File: src/rtl/cpu_bus_pkg.sv
// Shared definitions for the 8-bit internal CPU bus: lane width, lane order and
// the serialiser state encoding.
package cpu_bus_pkg;

  localparam int BYTE_W = 8;

  typedef enum logic {
    LSB_FIRST = 1'b0,
    MSB_FIRST = 1'b1
  } lane_order_t;

  typedef enum logic {
    IDLE,
    SEND
  } ser_state_t;

endpackage

File: src/rtl/byte_lane_select.sv
// Combinational lane picker: returns lane `lane` of `word`, zero for any index
// past the last lane so the select can never read outside the word.
module byte_lane_select #(
  parameter int  DATA_W = 16,
  parameter int  BYTE_W = cpu_bus_pkg::BYTE_W,
  localparam int LANES  = DATA_W / BYTE_W,
  localparam int LANE_W = (LANES > 1) ? $clog2(LANES) : 1
) (
  input  logic [DATA_W-1:0] word,
  input  logic [LANE_W-1:0] lane,
  output logic [BYTE_W-1:0] lane_byte
);

  // NOTE: every always_comb output gets a default first, so no path leaves it
  // unassigned and no latch is inferred.
  always_comb begin
    lane_byte = '0;
    for (int i = 0; i < LANES; i++) begin
      if (lane == LANE_W'(i)) lane_byte = word[i*BYTE_W +: BYTE_W];
    end
  end

endmodule

File: src/rtl/word_byte_serializer.sv
// Splits a DATA_W-bit word into BYTE_W-bit lanes over valid/ready, MSB- or
// LSB-first per word, with zero-bubble back-to-back words.
module word_byte_serializer #(
  parameter int  DATA_W = 16,
  parameter int  BYTE_W = cpu_bus_pkg::BYTE_W,
  localparam int LANES  = DATA_W / BYTE_W,
  localparam int LANE_W = (LANES > 1) ? $clog2(LANES) : 1
) (
  input  logic              clk,
  input  logic              rst_n,
  input  logic              in_valid,
  output logic              in_ready,
  input  logic [DATA_W-1:0] in_data,
  input  logic              in_msb_first,
  output logic              out_valid,
  input  logic              out_ready,
  output logic [BYTE_W-1:0] out_data,
  output logic [LANE_W-1:0] out_lane,
  output logic              out_last,
  output logic              busy
);

  import cpu_bus_pkg::*;

  if ((DATA_W < BYTE_W) || ((DATA_W % BYTE_W) != 0)) begin : g_bad_width
    $error("word_byte_serializer: DATA_W must be a non-zero multiple of BYTE_W");
  end

  localparam logic [LANE_W-1:0] TOP_LANE = LANE_W'(LANES - 1);

  ser_state_t               state_q, state_d;
  logic        [DATA_W-1:0] word_q, word_d;
  lane_order_t              order_q, order_d;
  logic                     valid_d, last_d;
  logic        [LANE_W-1:0] lane_d;
  logic        [BYTE_W-1:0] data_d;
  logic        [DATA_W-1:0] sel_word;
  logic        [LANE_W-1:0] sel_lane;
  logic        [BYTE_W-1:0] sel_byte;
  logic                     accept, xfer, advance;

  function automatic logic lane_is_last(input logic [LANE_W-1:0] lane,
                                        input lane_order_t order);
    return (order == MSB_FIRST) ? (lane == '0) : (lane == TOP_LANE);
  endfunction

  // Reset holds in_ready low so no word is taken while the block is cleared.
  assign xfer     = out_valid & out_ready;
  assign in_ready = rst_n & ((state_q == IDLE) | (xfer & out_last));
  assign accept   = in_valid & in_ready;
  assign advance  = xfer & ~out_last;
  assign busy     = out_valid;

  always_comb begin
    sel_word = word_q;
    sel_lane = out_lane;
    if (accept) begin
      sel_word = in_data;
      sel_lane = in_msb_first ? TOP_LANE : '0;
    end else if (advance) begin
      sel_lane = (order_q == MSB_FIRST) ? out_lane - LANE_W'(1) : out_lane + LANE_W'(1);
    end
  end

  byte_lane_select #(
    .DATA_W (DATA_W),
    .BYTE_W (BYTE_W)
  ) u_lane_select (
    .word      (sel_word),
    .lane      (sel_lane),
    .lane_byte (sel_byte)
  );

  always_comb begin
    state_d = state_q;
    word_d  = word_q;
    order_d = order_q;
    valid_d = out_valid;
    lane_d  = out_lane;
    data_d  = out_data;
    last_d  = out_last;
    if (accept) begin
      state_d = SEND;
      word_d  = in_data;
      order_d = lane_order_t'(in_msb_first);
      valid_d = 1'b1;
    end else if (xfer && out_last) begin
      state_d = IDLE;
      valid_d = 1'b0;
      last_d  = 1'b0;
    end
    if (accept || advance) begin
      lane_d = sel_lane;
      data_d = sel_byte;
      last_d = lane_is_last(sel_lane, order_d);
    end
  end

  // NOTE: state registers use non-blocking assignments so every flop samples
  // the pre-edge values regardless of statement order.
  always_ff @(posedge clk or negedge rst_n) begin
    if (!rst_n) begin
      state_q   <= IDLE;
      word_q    <= '0;
      order_q   <= LSB_FIRST;
      out_valid <= 1'b0;
      out_lane  <= '0;
      out_data  <= '0;
      out_last  <= 1'b0;
    end else begin
      state_q   <= state_d;
      word_q    <= word_d;
      order_q   <= order_d;
      out_valid <= valid_d;
      out_lane  <= lane_d;
      out_data  <= data_d;
      out_last  <= last_d;
    end
  end

endmodule

File: config.mk
export PLATFORM = sky130hd
export DESIGN_NAME = word_byte_serializer
export DESIGN_NICKNAME = d
export VERILOG_FILES = /design/src/rtl/cpu_bus_pkg.sv /design/src/rtl/byte_lane_select.sv /design/src/rtl/word_byte_serializer.sv
export SDC_FILE = /design/constraint.sdc
export NUM_CORES = 1
export LEC_CHECK = 0
export ABC_AREA = 1
export ABC_CLOCK_PERIOD_IN_PS = 3850
export CELL_PAD_IN_SITES_DETAIL_PLACEMENT = 1
export CELL_PAD_IN_SITES_GLOBAL_PLACEMENT = 1
export CORE_MARGIN = 8
export CORE_UTILIZATION = 47
export DETAILED_ROUTE_END_ITERATION = 6
export DONT_BUFFER_PORTS = 1
export PLACE_DENSITY = 0.87
export SYNTH_ARGS = -nofsm -noshare
export SYNTH_HDL_FRONTEND = slang
export SYNTH_SLANG_ARGS = --single-unit
File: constraint.sdc
create_clock -name clk -period 3.85 [get_ports clk]
set_clock_uncertainty 0.15 [all_clocks]
set_input_delay 0.9625 -clock clk [delete_from_list [all_inputs] [get_ports clk]]
set_output_delay 0.9625 -clock clk [all_outputs]
set_load 0.01 [all_outputs]
==> flow_summary.json <==
{
  "synth_seq_cells": 28,
  "critical-path-top-delay-family": "compound AO/OA/AOI/OAI gates",
  "place_congestion": 0.8137,
  "power.density_nw_per_um2": 791.0,
  "crit_start": "out_ready",
  "drtAntennaViolNets": 0,
  "row_count": 20,
  "yosysSeqAreaShare_pct": 47.14,
  "worstPathCellList": "nand2_2 > a21boi_0",
  "first_global_vias": 1332,
  "numCtsBuffers": 3,
  "cts_hold_buffers": 0,
  "sequentialPowerShare_pct": 45.9,
  "wl_um": 3544,
  "critPathRequiredTime_ps": 2740,
  "p_switching_uw": 545.2,
  "syn_area_um2": 1486,
  "dieArea_um2": 5218,
  "clk_pin_slew_worst_paths_ps": 150,
  "end_kind": "primary output",
  "setup_viol": 0,
  "cts_tree": "yes",
  "hold_class": "in2async",
  "die_x_um": 72.24,
  "slowest_delay_ps": 330,
  "clockPowerShare_pct": 12.4,
  "p_comb_share_pct": 41.7,
  "crit_path_top_delay_cell": "a21boi_0",
  "via_per_inst": 5.055,
  "rr_startpoint": "out_last$_DFFE_PN0P_",
  "layout-drive-gt1-share_pct": 6.736,
  "drcViolationCount": 0,
  "post_cts_buffers": 0,
  "grt_overflow": 0,
  "ys_types": 16,
  "final_util_pct": 50.29,
  "synth_top_area_share_pct": 47.14,
  "yosysWarnings": 0,
  "path_buf_inv": 0,
  "p_total_uw": 1205,
  "start_util_pct": 49.09,
  "final_hold_viol_count": 0,
  "num-nets-final": 215,
  "die_y_um": 72.24,
  "grt_usage_pct": 14.69,
  "min_period_ps": 2465,
  "maxCapViolCount": 0,
  "dr.pass1.iters": 4,
  "hpwl_um": 2574,
  "place.port_buffers": 0,
  "p_sw_share_pct": 45.26,
  "clock-sinks": 28,
  "grt_max_degree": 48,
  "tns_ps": 0,
  "root_buffer": "clkbuf_4",
  "clock.fmax_ghz": 0.4057,
  "leakage_uw": 0.0009056,
  "antenna_found_initial": 0,
  "grt_pass1_wl_um": 6141,
  "postPlaceCellArea_um2": 1486,
  "finalCritPeriodShare_pct": 64.02,
  "ir_drop_uv": 277.0,
  "path_class": "in2out",
  "syn_avg_cell_area_um2": 7.507,
  "clk-insertion-delay-late_ps": 340,
  "synth_fp_nets": 219,
  "yosysTopAreaCell": "dfrtp_1",
  "io_pins": 34,
  "vias": 1198,
  "syn_inst": 198,
  "crit_arrival_ps": 1350,
  "path_max_fanout": 3,
  "status": "finished, final reports clean",
  "slew_viol_final": 0,
  "ys_top_cells_by_area": "dfrtp_1 47%, nand2_1 16%, inv_1 13%",
  "detail_route.wl_per_cell_um": 14.95,
  "antenna-diode-count": 0,
  "ctsHtreeMaxLevel": 1,
  "crit_path_start_kind": "primary input",
  "rsz0062_at_grt": "no",
  "worst_pin_slew_ps": 363.7,
  "finalInstanceArea_um2": 1523,
  "core_area_um2": 3028,
  "ctsLongestPathBuffers": 2,
  "drt_iter0_drc": 43,
  "slew_headroom_pct": 75.53,
  "cts_resized": 0,
  "syn2layout_area_growth_pct": 2.441,
  "internal-power_uw": 659.3
}
==> layer usage <==
| layer | wire length (um) | global-route usage (%) | vias up | share of wire (%) |
|---|---|---|---|---|
| met1 | 1492 | 15.88 | 582 | 42 |
| met2 | 1803 | 26.58 | 29 | 51 |
| met3 | 206 | 3.719 | 4 | 5.8 |
| li1 | - | - | 583 | - |
| met5 | 0 | 0 | - | 0 |
| met4 | 41 | 5.669 | 0 | 1.2 |
==> registers in the layout (all words and copies together) (netlist names) <==
| signal | cells |
|---|---|
| order_q | 1 |
| word_q | 16 |
| out_last | 1 |
| out_data | 8 |
| state_q | 1 |
| out_lane | 1 |
==> layout make-up <==
cell class | instances | area, um^2
Inverter | 51 | 191.4
Tap cell | 44 | 55.05
Fill cell | 401 | 1505
Clock buffer | 4 | 36.28
Multi-Input combinational cell | 110 | 539.3
Sequential cell | 28 | 700.7
==> cell families (layout without fill, tap and decap cells) <==
| family | Yosys count | after routing | synth area share [%] |
|---|---|---|---|
| and+or+nand+nor | 109 | 109 | 35.77 |
| AOI/OAI and AO/OA | 1 | 1 | 0.5052 |
| buffers and inverters | 60 | 55 | 16.58 |
| DFF | 28 | 28 | 47.14 |
==> synth_stat cells <==
cell type	instances
a21boi_0	1
buf_2	5
buf_4	2
buf_6	1
clkbuf_1	1
dfrtp_1	28
inv_1	50
inv_2	1
nand2_1	64
nand2_2	2
nand2_4	4
nand3_1	20
nand3_4	1
nand4_1	16
nand4_2	1
nor2_1	1
==> metrics by stage <==
step,setup slack [ps],std cells,hold WS (ps)
after floorplan,1011,198,308.7
after global placement,1363,233,321.0
after detailed placement,1366,233,352.6
after CTS,1364,237,132.2
after global routing,1353,237,122.5
final,1385,237,137.7
==> final timing paths <==
kind	to	slack [ps]	depth (start not counted)
worst max-delay path	in_ready	1390	2
worst min-delay path	word_q[3]$_DFF_PN0_	140	0
worst max register to register	out_data[2]$_DFFE_PN0P_	1890	8
worst min register to register	order_q$_DFF_PN0_	380	2
max in group asynchronous	word_q[5]$_DFF_PN0_	3330	0
min in group clk	order_q$_DFF_PN0_	380	2
==> power groups by stage <==
stage	sequential, uW	clock (uW)	combinational, uW
floorplan	536	0	419
global placement	558	0	467
detailed placement	564	0	507
CTS	558	153	510
global route	573	159	584
finish	553	149	502
==> layout by cell type (no fill, tap or decap) <==
| cell type | instances |
|---|---|
| nand2_1 | 64 |
| nand4_2 | 1 |
| inv_2 | 1 |
| clkbuf_8 | 1 |
| inv_1 | 50 |
| nor2_1 | 1 |
| nand3_1 | 20 |
| nand2_4 | 4 |
| nand3_4 | 1 |
| dfrtp_1 | 28 |
| nand2_2 | 2 |
| clkbuf_4 | 3 |
| a21boi_0 | 1 |
| nand4_1 | 16 |
(Power assumes the default switching activity.)
